`src/rtl/fetch_pkg.sv`:
```
// Shared types and constants for the instruction-fetch stage.
// Imported by the fetch buffer and the fetch_unit top.
package fetch_pkg;

   // Instruction presented on a bubble cycle.
   localparam logic [31:0] NOP_INSTR = 32'h0000_0000;

   // Sequential fetch stride in bytes.
   localparam logic [31:0] PC_INC = 32'd4;

   // One buffered instruction together with the address it was fetched from.
   typedef struct packed {
      logic [31:0] pc;
      logic [31:0] instr;
   } fetch_entry_t;

   // Request-side controller states.
   typedef enum logic [1:0] {
      RST,
      FETCH,
      WAIT,
      DRAIN
   } fetch_state_t;

   // Redirect targets are word aligned; the two low bits are dropped.
   function automatic logic [31:0] alignPc(input logic [31:0] addr);
      return addr & ~32'h0000_0003;
   endfunction

endpackage

```
`src/rtl/fetch_unit_if.sv`:
```
// Bundle of everything that crosses the fetch-stage boundary: the
// hazard/redirect controls, the instruction-memory request/response
// channel and the IF/ID presentation signals.
// master = the fetch unit, slave = the environment driving it.
interface fetch_unit_if;

   logic        stall;
   logic        branch_taken;
   logic [31:0] branch_target;

   logic        imem_req;
   logic [31:0] imem_addr;
   logic        imem_ready;
   logic        imem_rvalid;
   logic [31:0] imem_rdata;

   logic [31:0] pc_out;
   logic [31:0] instruction;
   logic        if_valid;

   modport master (
      input  stall,
      input  branch_taken,
      input  branch_target,
      input  imem_ready,
      input  imem_rvalid,
      input  imem_rdata,
      output imem_req,
      output imem_addr,
      output pc_out,
      output instruction,
      output if_valid
   );

   modport slave (
      output stall,
      output branch_taken,
      output branch_target,
      output imem_ready,
      output imem_rvalid,
      output imem_rdata,
      input  imem_req,
      input  imem_addr,
      input  pc_out,
      input  instruction,
      input  if_valid
   );

endinterface

```
`src/rtl/fetch_buffer.sv`:
```
// Two-entry FIFO holding fetched {pc, instruction} pairs between the
// memory response and the IF/ID presentation. Supports simultaneous
// push and pop, and a synchronous flush used on redirect and reset.
module fetch_buffer
   import fetch_pkg::*;
#(
   parameter int unsigned DEPTH = 2
) (
   input  logic         clk,
   input  logic         rst,
   input  logic         i_flush,
   input  logic         i_push,
   input  fetch_entry_t i_pushEntry,
   input  logic         i_pop,
   output logic [1:0]   o_count,
   output fetch_entry_t o_head
);

   fetch_entry_t r_entries [2];
   logic         r_rdPtr;
   logic         r_wrPtr;
   logic [1:0]   r_count;

   logic         w_doPop;
   logic         w_doPush;

   // A pop only happens when something is held; a push into a full buffer
   // is only taken when the head leaves in the same cycle.
   always_comb begin
      w_doPop  = 1'b0;
      w_doPush = 1'b0;
      if (i_pop && (r_count != 2'd0)) begin
         w_doPop = 1'b1;
      end
      if (i_push && ((r_count != 2'(DEPTH)) || w_doPop)) begin
         w_doPush = 1'b1;
      end
   end

   // Pointer and occupancy bookkeeping; flush and reset both empty the FIFO.
   always_ff @(posedge clk) begin
      if (rst || i_flush) begin
         r_rdPtr <= 1'b0;
         r_wrPtr <= 1'b0;
         r_count <= 2'd0;
      end else begin
         if (w_doPush) begin
            r_wrPtr <= ~r_wrPtr;
         end
         if (w_doPop) begin
            r_rdPtr <= ~r_rdPtr;
         end
         r_count <= r_count + {1'b0, w_doPush} - {1'b0, w_doPop};
      end
   end

   // Entry storage carries no reset; validity is tracked by r_count alone.
   always_ff @(posedge clk) begin
      if (!rst && !i_flush && w_doPush) begin
         r_entries[r_wrPtr] <= i_pushEntry;
      end
   end

   assign o_count = r_count;
   assign o_head  = r_entries[r_rdPtr];

endmodule

```
`src/rtl/fetch_unit.sv`:
```
// Instruction-fetch stage: owns the program counter, keeps at most one
// request outstanding to instruction memory, buffers up to two returned
// instructions and presents one {pc, instruction} pair per cycle to IF/ID.
// Redirects flush the buffer and retarget the PC; a response already in
// flight when a redirect hits is drained and thrown away.
// Optional build macro: FETCH_BYPASS_EN -- when the buffer is empty, a
// response returning in WAIT is shown on the outputs in the same cycle
// instead of being pushed into the buffer first.
module fetch_unit
   import fetch_pkg::*;
#(
   parameter logic [31:0] RESET_PC  = 32'h0000_0000,
   parameter int unsigned BUF_DEPTH = 2
) (
   input  logic          clk,
   input  logic          rst,
   fetch_unit_if.master  bus
);

   fetch_state_t r_state;
   fetch_state_t w_nextState;

   logic [31:0]  r_fetchPc;
   logic [31:0]  r_reqPc;

   logic         w_req;
   logic         w_reqFire;
   logic         w_respAccept;
   logic         w_bypass;
   logic         w_push;
   logic         w_pop;
   logic         w_flush;
   logic [31:0]  w_targetPc;

   logic [1:0]   w_count;
   fetch_entry_t w_head;
   fetch_entry_t w_pushEntry;

   logic [31:0]  w_pcOut;
   logic [31:0]  w_instrOut;
   logic         w_validOut;

   assign w_targetPc  = alignPc(bus.branch_target);
   assign w_reqFire   = w_req && bus.imem_ready;
   assign w_flush     = bus.branch_taken;
   assign w_pushEntry = '{pc: r_reqPc, instr: bus.imem_rdata};

   fetch_buffer #(
      .DEPTH (BUF_DEPTH)
   ) u_buffer (
      .clk         (clk),
      .rst         (rst),
      .i_flush     (w_flush),
      .i_push      (w_push),
      .i_pushEntry (w_pushEntry),
      .i_pop       (w_pop),
      .o_count     (w_count),
      .o_head      (w_head)
   );

   // Controller next-state logic. Only FETCH may raise a request, and only
   // while the buffer has room for the reply, so buffered plus outstanding
   // never exceeds the buffer depth. A redirect while a reply is still owed
   // parks in DRAIN until that stale reply has been swallowed.
   always_comb begin
      w_nextState  = r_state;
      w_req        = 1'b0;
      w_respAccept = 1'b0;
      case (r_state)
         RST: begin
            w_nextState = FETCH;
         end
         FETCH: begin
            w_req = (w_count < 2'(BUF_DEPTH)) && !bus.branch_taken;
            if (w_req && bus.imem_ready) begin
               w_nextState = WAIT;
            end
         end
         WAIT: begin
            if (bus.branch_taken) begin
               w_nextState = bus.imem_rvalid ? FETCH : DRAIN;
            end else if (bus.imem_rvalid) begin
               w_respAccept = 1'b1;
               w_nextState  = FETCH;
            end
         end
         DRAIN: begin
            if (bus.imem_rvalid) begin
               w_nextState = FETCH;
            end
         end
         default: begin
            w_nextState = RST;
         end
      endcase
   end

   // Decide whether a fresh reply goes straight to the outputs or into the
   // buffer. Bypass only applies when nothing older is waiting ahead of it
   // and the consumer will take it this cycle.
   always_comb begin
      w_bypass = 1'b0;
`ifdef FETCH_BYPASS_EN
      w_bypass = w_respAccept && (w_count == 2'd0) && !bus.stall;
`endif
      w_push = w_respAccept && !w_bypass;
   end

   // Presentation to IF/ID: buffer head when available, otherwise the
   // bypassed reply, otherwise a NOP bubble. A redirect always yields a
   // bubble and never consumes the head.
   always_comb begin
      w_pcOut    = 32'h0000_0000;
      w_instrOut = NOP_INSTR;
      w_validOut = 1'b0;
      w_pop      = 1'b0;
      if (!bus.branch_taken) begin
         if (w_count != 2'd0) begin
            w_pcOut    = w_head.pc;
            w_instrOut = w_head.instr;
            w_validOut = 1'b1;
            w_pop      = !bus.stall;
         end else if (w_bypass) begin
            w_pcOut    = r_reqPc;
            w_instrOut = bus.imem_rdata;
            w_validOut = 1'b1;
         end
      end
   end

   // State and program-counter registers. A redirect retargets the PC; an
   // accepted request remembers its own address for the reply and steps
   // the PC by one word, wrapping at the top of the address space.
   always_ff @(posedge clk) begin
      if (rst) begin
         r_state   <= RST;
         r_fetchPc <= RESET_PC;
         r_reqPc   <= RESET_PC;
      end else begin
         r_state <= w_nextState;
         if (bus.branch_taken) begin
            r_fetchPc <= w_targetPc;
         end else if (w_reqFire) begin
            r_reqPc   <= r_fetchPc;
            r_fetchPc <= r_fetchPc + PC_INC;
         end
      end
   end

   assign bus.imem_req    = w_req;
   assign bus.imem_addr   = r_fetchPc;
   assign bus.pc_out      = w_pcOut;
   assign bus.instruction = w_instrOut;
   assign bus.if_valid    = w_validOut;

endmodule

```
`src/flat_wrapper.sv`:
```
// flat-port wrapper written by rule: the top's interface ports become plain ports
module fetch_unit_flat import fetch_pkg::*;
#(
   parameter logic [31:0] RESET_PC  = 32'h0000_0000,
   parameter int unsigned BUF_DEPTH = 2
)
  (clk, rst, bus_stall, bus_branch_taken, bus_branch_target, bus_imem_ready, bus_imem_rvalid, bus_imem_rdata, bus_imem_req, bus_imem_addr, bus_pc_out, bus_instruction, bus_if_valid);
  fetch_unit_if bus_i ();
  input  logic clk;
  input  logic rst;
  input wire logic [$bits(bus_i.stall)-1:0] bus_stall;
  input wire logic [$bits(bus_i.branch_taken)-1:0] bus_branch_taken;
  input wire logic [$bits(bus_i.branch_target)-1:0] bus_branch_target;
  input wire logic [$bits(bus_i.imem_ready)-1:0] bus_imem_ready;
  input wire logic [$bits(bus_i.imem_rvalid)-1:0] bus_imem_rvalid;
  input wire logic [$bits(bus_i.imem_rdata)-1:0] bus_imem_rdata;
  output wire logic [$bits(bus_i.imem_req)-1:0] bus_imem_req;
  output wire logic [$bits(bus_i.imem_addr)-1:0] bus_imem_addr;
  output wire logic [$bits(bus_i.pc_out)-1:0] bus_pc_out;
  output wire logic [$bits(bus_i.instruction)-1:0] bus_instruction;
  output wire logic [$bits(bus_i.if_valid)-1:0] bus_if_valid;
  assign bus_i.stall = bus_stall;
  assign bus_i.branch_taken = bus_branch_taken;
  assign bus_i.branch_target = bus_branch_target;
  assign bus_i.imem_ready = bus_imem_ready;
  assign bus_i.imem_rvalid = bus_imem_rvalid;
  assign bus_i.imem_rdata = bus_imem_rdata;
  assign bus_imem_req = bus_i.imem_req;
  assign bus_imem_addr = bus_i.imem_addr;
  assign bus_pc_out = bus_i.pc_out;
  assign bus_instruction = bus_i.instruction;
  assign bus_if_valid = bus_i.if_valid;
  fetch_unit #(.RESET_PC(RESET_PC), .BUF_DEPTH(BUF_DEPTH)) u_core (.clk(clk), .rst(rst), .bus(bus_i));
endmodule
```
`config.mk`:
```
export PLATFORM = sky130hd
export DESIGN_NAME = fetch_unit_flat
export DESIGN_NICKNAME = d
export VERILOG_FILES = /design/src/rtl/fetch_pkg.sv /design/src/rtl/fetch_unit_if.sv /design/src/rtl/fetch_buffer.sv /design/src/rtl/fetch_unit.sv /design/src/flat_wrapper.sv
export SDC_FILE = /design/constraint.sdc
export NUM_CORES = 1
export LEC_CHECK = 0
export CAP_MARGIN = 15
export CORE_AREA = 2 2 127 129
export CTS_BUF_LIST = sky130_fd_sc_hd__clkbuf_16
export CTS_CLUSTER_DIAMETER = 120
export DETAILED_ROUTE_END_ITERATION = 10
export DIE_AREA = 0 0 129 131
export PLACE_DENSITY = 0.82
export SYNTH_ARGS = -nofsm -noshare
export SYNTH_HDL_FRONTEND = slang
export SYNTH_SLANG_ARGS = --single-unit
```
`constraint.sdc`:
```
create_clock -name clk -period 9.55 [get_ports clk]
set_clock_uncertainty 0.15 [all_clocks]
set_input_delay 2.865 -clock clk [delete_from_list [all_inputs] [get_ports clk]]
set_output_delay 2.865 -clock clk [all_outputs]
set_load 0.01 [all_outputs]
```
==> out/metrics.cfg <==
[timing]
timing.fmax_mhz=125
period_needed_ns=7.98
setup_viol=0
finalHoldViolCount=0
tightest_slew_ns=1.09
slew_viol_final=0
fin_crit_sh_pct=83.5
rsz0062_at_grt=false
maxSlewHeadroom_pct=27.7
setup_tns_ns=0

[logic_synthesis]
synthMuxAreaShare_pct=8.27
yosys.area_share.adder_pct=0.322
synth_xor_xnor_area_share_pct=0.675
synth-edff-count=124
yosysSeqAreaShare_pct=65.1
syn_area_per_cell_um2=11.6
synth_seq_cells=191
synth_top_family_by_area=simple AND/OR/NAND/NOR gates
yosysWarnings=0
synthDistinctLibCells=48
yosys.area_share.simple_pct=13.9
synthCells=670
async_reset_ff_share_pct=0
synth_compound_gate_area_share_pct=8.62
syn_area_um2=7780
ys.flop_type=edfxtp_1

[cts]
cts.sinks=191
numCtsBuffers=17
cts_tree=built
clk_latency_ns=0.42
h-tree-depth=4
cts_hold_buf=0
clockBufferDepth=2
path_clk_slew_ns=0.07
cts_root_buf=clkbuf_16
cts_setup_buffers=0
cts-resized-gates=0

[global_route]
grt-ovfl-total=0
grt_pass1_wl_mm=26.0
antenna_found_initial=0
grt_pass1_vias=5159
grt_max_degree=70
grt_use_total_pct=19.9

[critical_path]
rr_startpoint=u_core.u_buffer.o_count[1]
path_max_fanout=40
worstSetupStartpointType=input pin
required_ns=6.54
cp-end-kind=output port
crit_start=bus_branch_taken
path_class=in -> out
crit_arrival_ns=4.96

[power_and_ir_drop]
ir_drop_v=0.000116
power.total_uw=1650
leakagePower_uw=0.00326
pwr-share-seq_pct=54.5
power.density_nw_per_um2=163
combPwrFrac_pct=5.4
p_int_uw=1280
power.switching_uw=374
clockPowerShare_pct=40.1
switching_share_pct=22.7

[floorplan]
fp-row-count=46
ios=168
start_util_pct=49.9
dieArea_um2=16900
die_w_um=129
core_area_um2=15600
die_h_um=131

[layout]
layout-drive-gt1-share_pct=5.94
nets=884
n_fill_cell=1181
area_delta_synth_final_pct=29.8
num_antenna_cells=0

[drt]
drc_errors=0
first_iter_violations=364
final_antenna_net_count=0
drt-total-wl_mm=16.9
vias=5640
vias_per_cell=5.42
dr.pass1.iters=5
wire_per_inst_um=16.3

[flow_run]
cap_violations=0

[status]
status=finished, final reports clean

[placed_design]
gp_congestion=0.836
dp_hpwl_mm=10.6
port_buffers=161

[min_path]
hold_class=reg -> reg
min_from=u_core.r_reqPc[18]

==> layout by cell type (no fill, tap or decap), types with 3 or more instances in the layout <==
cell	n
clkbuf_16	17
buf_4	8
inv_8	4
o211ai_1	5
nor4_1	5
nor3_1	11
nand3_1	14
a21oi_1	57
clkinv_4	6
edfxtp_1	124
and3_1	5
mux2i_1	62
xnor2_1	4
o311ai_0	4
clkdlybuf4s50_1	160
o21ai_0	14
conb_1	4
nand2_1	89
and2_1	6
a31oi_1	15
inv_1	8
dfxtp_1	66
clkinv_1	3
nand4_1	10
o31a_1	3
nor2_1	77
and4_1	3
==> worst max-delay path, cell delays in order <==
cell,delay (ns)
clkdlybuf4s50_1,0.50
clkinv_1,0.13
o21ai_4,0.28
buf_4,0.52
nor2_1,0.09
clkdlybuf4s50_1,0.55
==> sequential cells by signal (all words and copies together) (netlist names), named ones only <==
name                       cells
u_core.u_buffer.o_count        2
u_core.u_buffer.r_wrPtr        1
u_core.bus.imem_addr          30
u_core.r_state                 2
u_core.u_buffer.r_entries    124
u_core.r_reqPc                30
u_core.u_buffer.r_rdPtr        1
==> routing by layer <==
| metal | part of all wire (%) | vias up | global-route usage, % | wire, um |
|---|---|---|---|---|
| met1 | 45 | 2681 | 27.2 | 7550 |
| li1 | - | 2718 | - | - |
| met5 | 0 | - | 0 | 0 |
| met3 | 7.0 | 22 | 5.54 | 1180 |
| met4 | 1.3 | 0 | 6.65 | 220 |
| met2 | 47 | 219 | 31.1 | 8000 |
==> final timing paths <==
kind,to,slack (ns),cells past startpoint
max,bus_pc_out[16],1.57,6
min reg2reg,u_core.u_buffer.r_entries[1][50],0.30,0
max reg2reg,u_core.bus.imem_addr[30],6.45,6
min,u_core.u_buffer.r_entries[1][50],0.30,0
==> cells in the mapped netlist, types with 3 or more instances <==
master	instances	share of area [%]
nor2_1	77	3.7
edfxtp_1	124	48
nor4_1	5	0.40
buf_4	4	0.39
o31a_1	3	0.34
nor3_1	12	0.77
and4_1	3	0.34
o311ai_0	4	0.45
xnor2_1	4	0.45
nand2_1	89	4.3
clkbuf_1	34	1.6
nor3b_1	3	0.29
nand4_1	10	0.80
mux2i_1	62	8.0
buf_1	6	0.29
and2_1	6	0.48
buf_2	5	0.32
a21oi_1	57	3.7
dfxtp_1	67	17
and3_1	5	0.40
o211ai_1	5	0.48
nand3_1	14	0.90
a31oi_1	15	1.2
o21ai_0	15	0.96
inv_1	8	0.39
==> layout make-up <==
class	instances	area [um2]	area share, %
Tap cell	216	270	2.68
Clock inverter	15	128	1.26
Timing Repair Buffer	169	1670	16.5
Inverter	9	33.8	0.334
Sequential cell	191	5070	50.2
Clock buffer	17	425	4.21
Multi-Input combinational cell	424	2510	24.8
==> kinds of logic (layout without fill, tap and decap cells) <==
| kind of cell | after synthesis | after routing |
|---|---|---|
| AO/OA/AOI/OAI | 113 | 113 |
| XOR/XNOR | 6 | 6 |
| adder cells (fa/ha/maj) | 2 | 2 |
| buffers and inverters | 58 | 210 |
| flip-flops | 191 | 191 |
| multiplexers | 64 | 64 |
| other | 1 | 4 |
| AND/OR/NAND/NOR | 235 | 235 |
==> power groups by stage <==
| stage | combinational, uW | sequential [uW] | clock (uW) |
|---|---|---|---|
| 2_1_floorplan | 34.7 | 916 | 0 |
| 3_3_place_gp | 86.7 | 917 | 0 |
| 3_5_place_dp | 88.5 | 917 | 0 |
| 4_1_cts | 89.2 | 899 | 674 |
| 5_1_grt | 96.3 | 901 | 711 |
| 6_report | 89.1 | 899 | 661 |
==> stage by stage <==
step | utilization [%] | hold slack (ns) | std cells | setup WS, ns | instance area [um2]
finish | 64.8 | 0.301 | 1041 | 1.57 | 10100
global route | 64.8 | 0.316 | 1041 | 1.43 | 10100
CTS | 64.8 | 0.304 | 1041 | 1.52 | 10100
detailed placement | 61.2 | 0.290 | 1009 | 1.52 | 9550
global placement | 61.2 | 0.282 | 1009 | 1.57 | 9550
floorplan | - | 0.275 | 673 | 1.05 | 7790
Power figures use the tool's default switching activity.
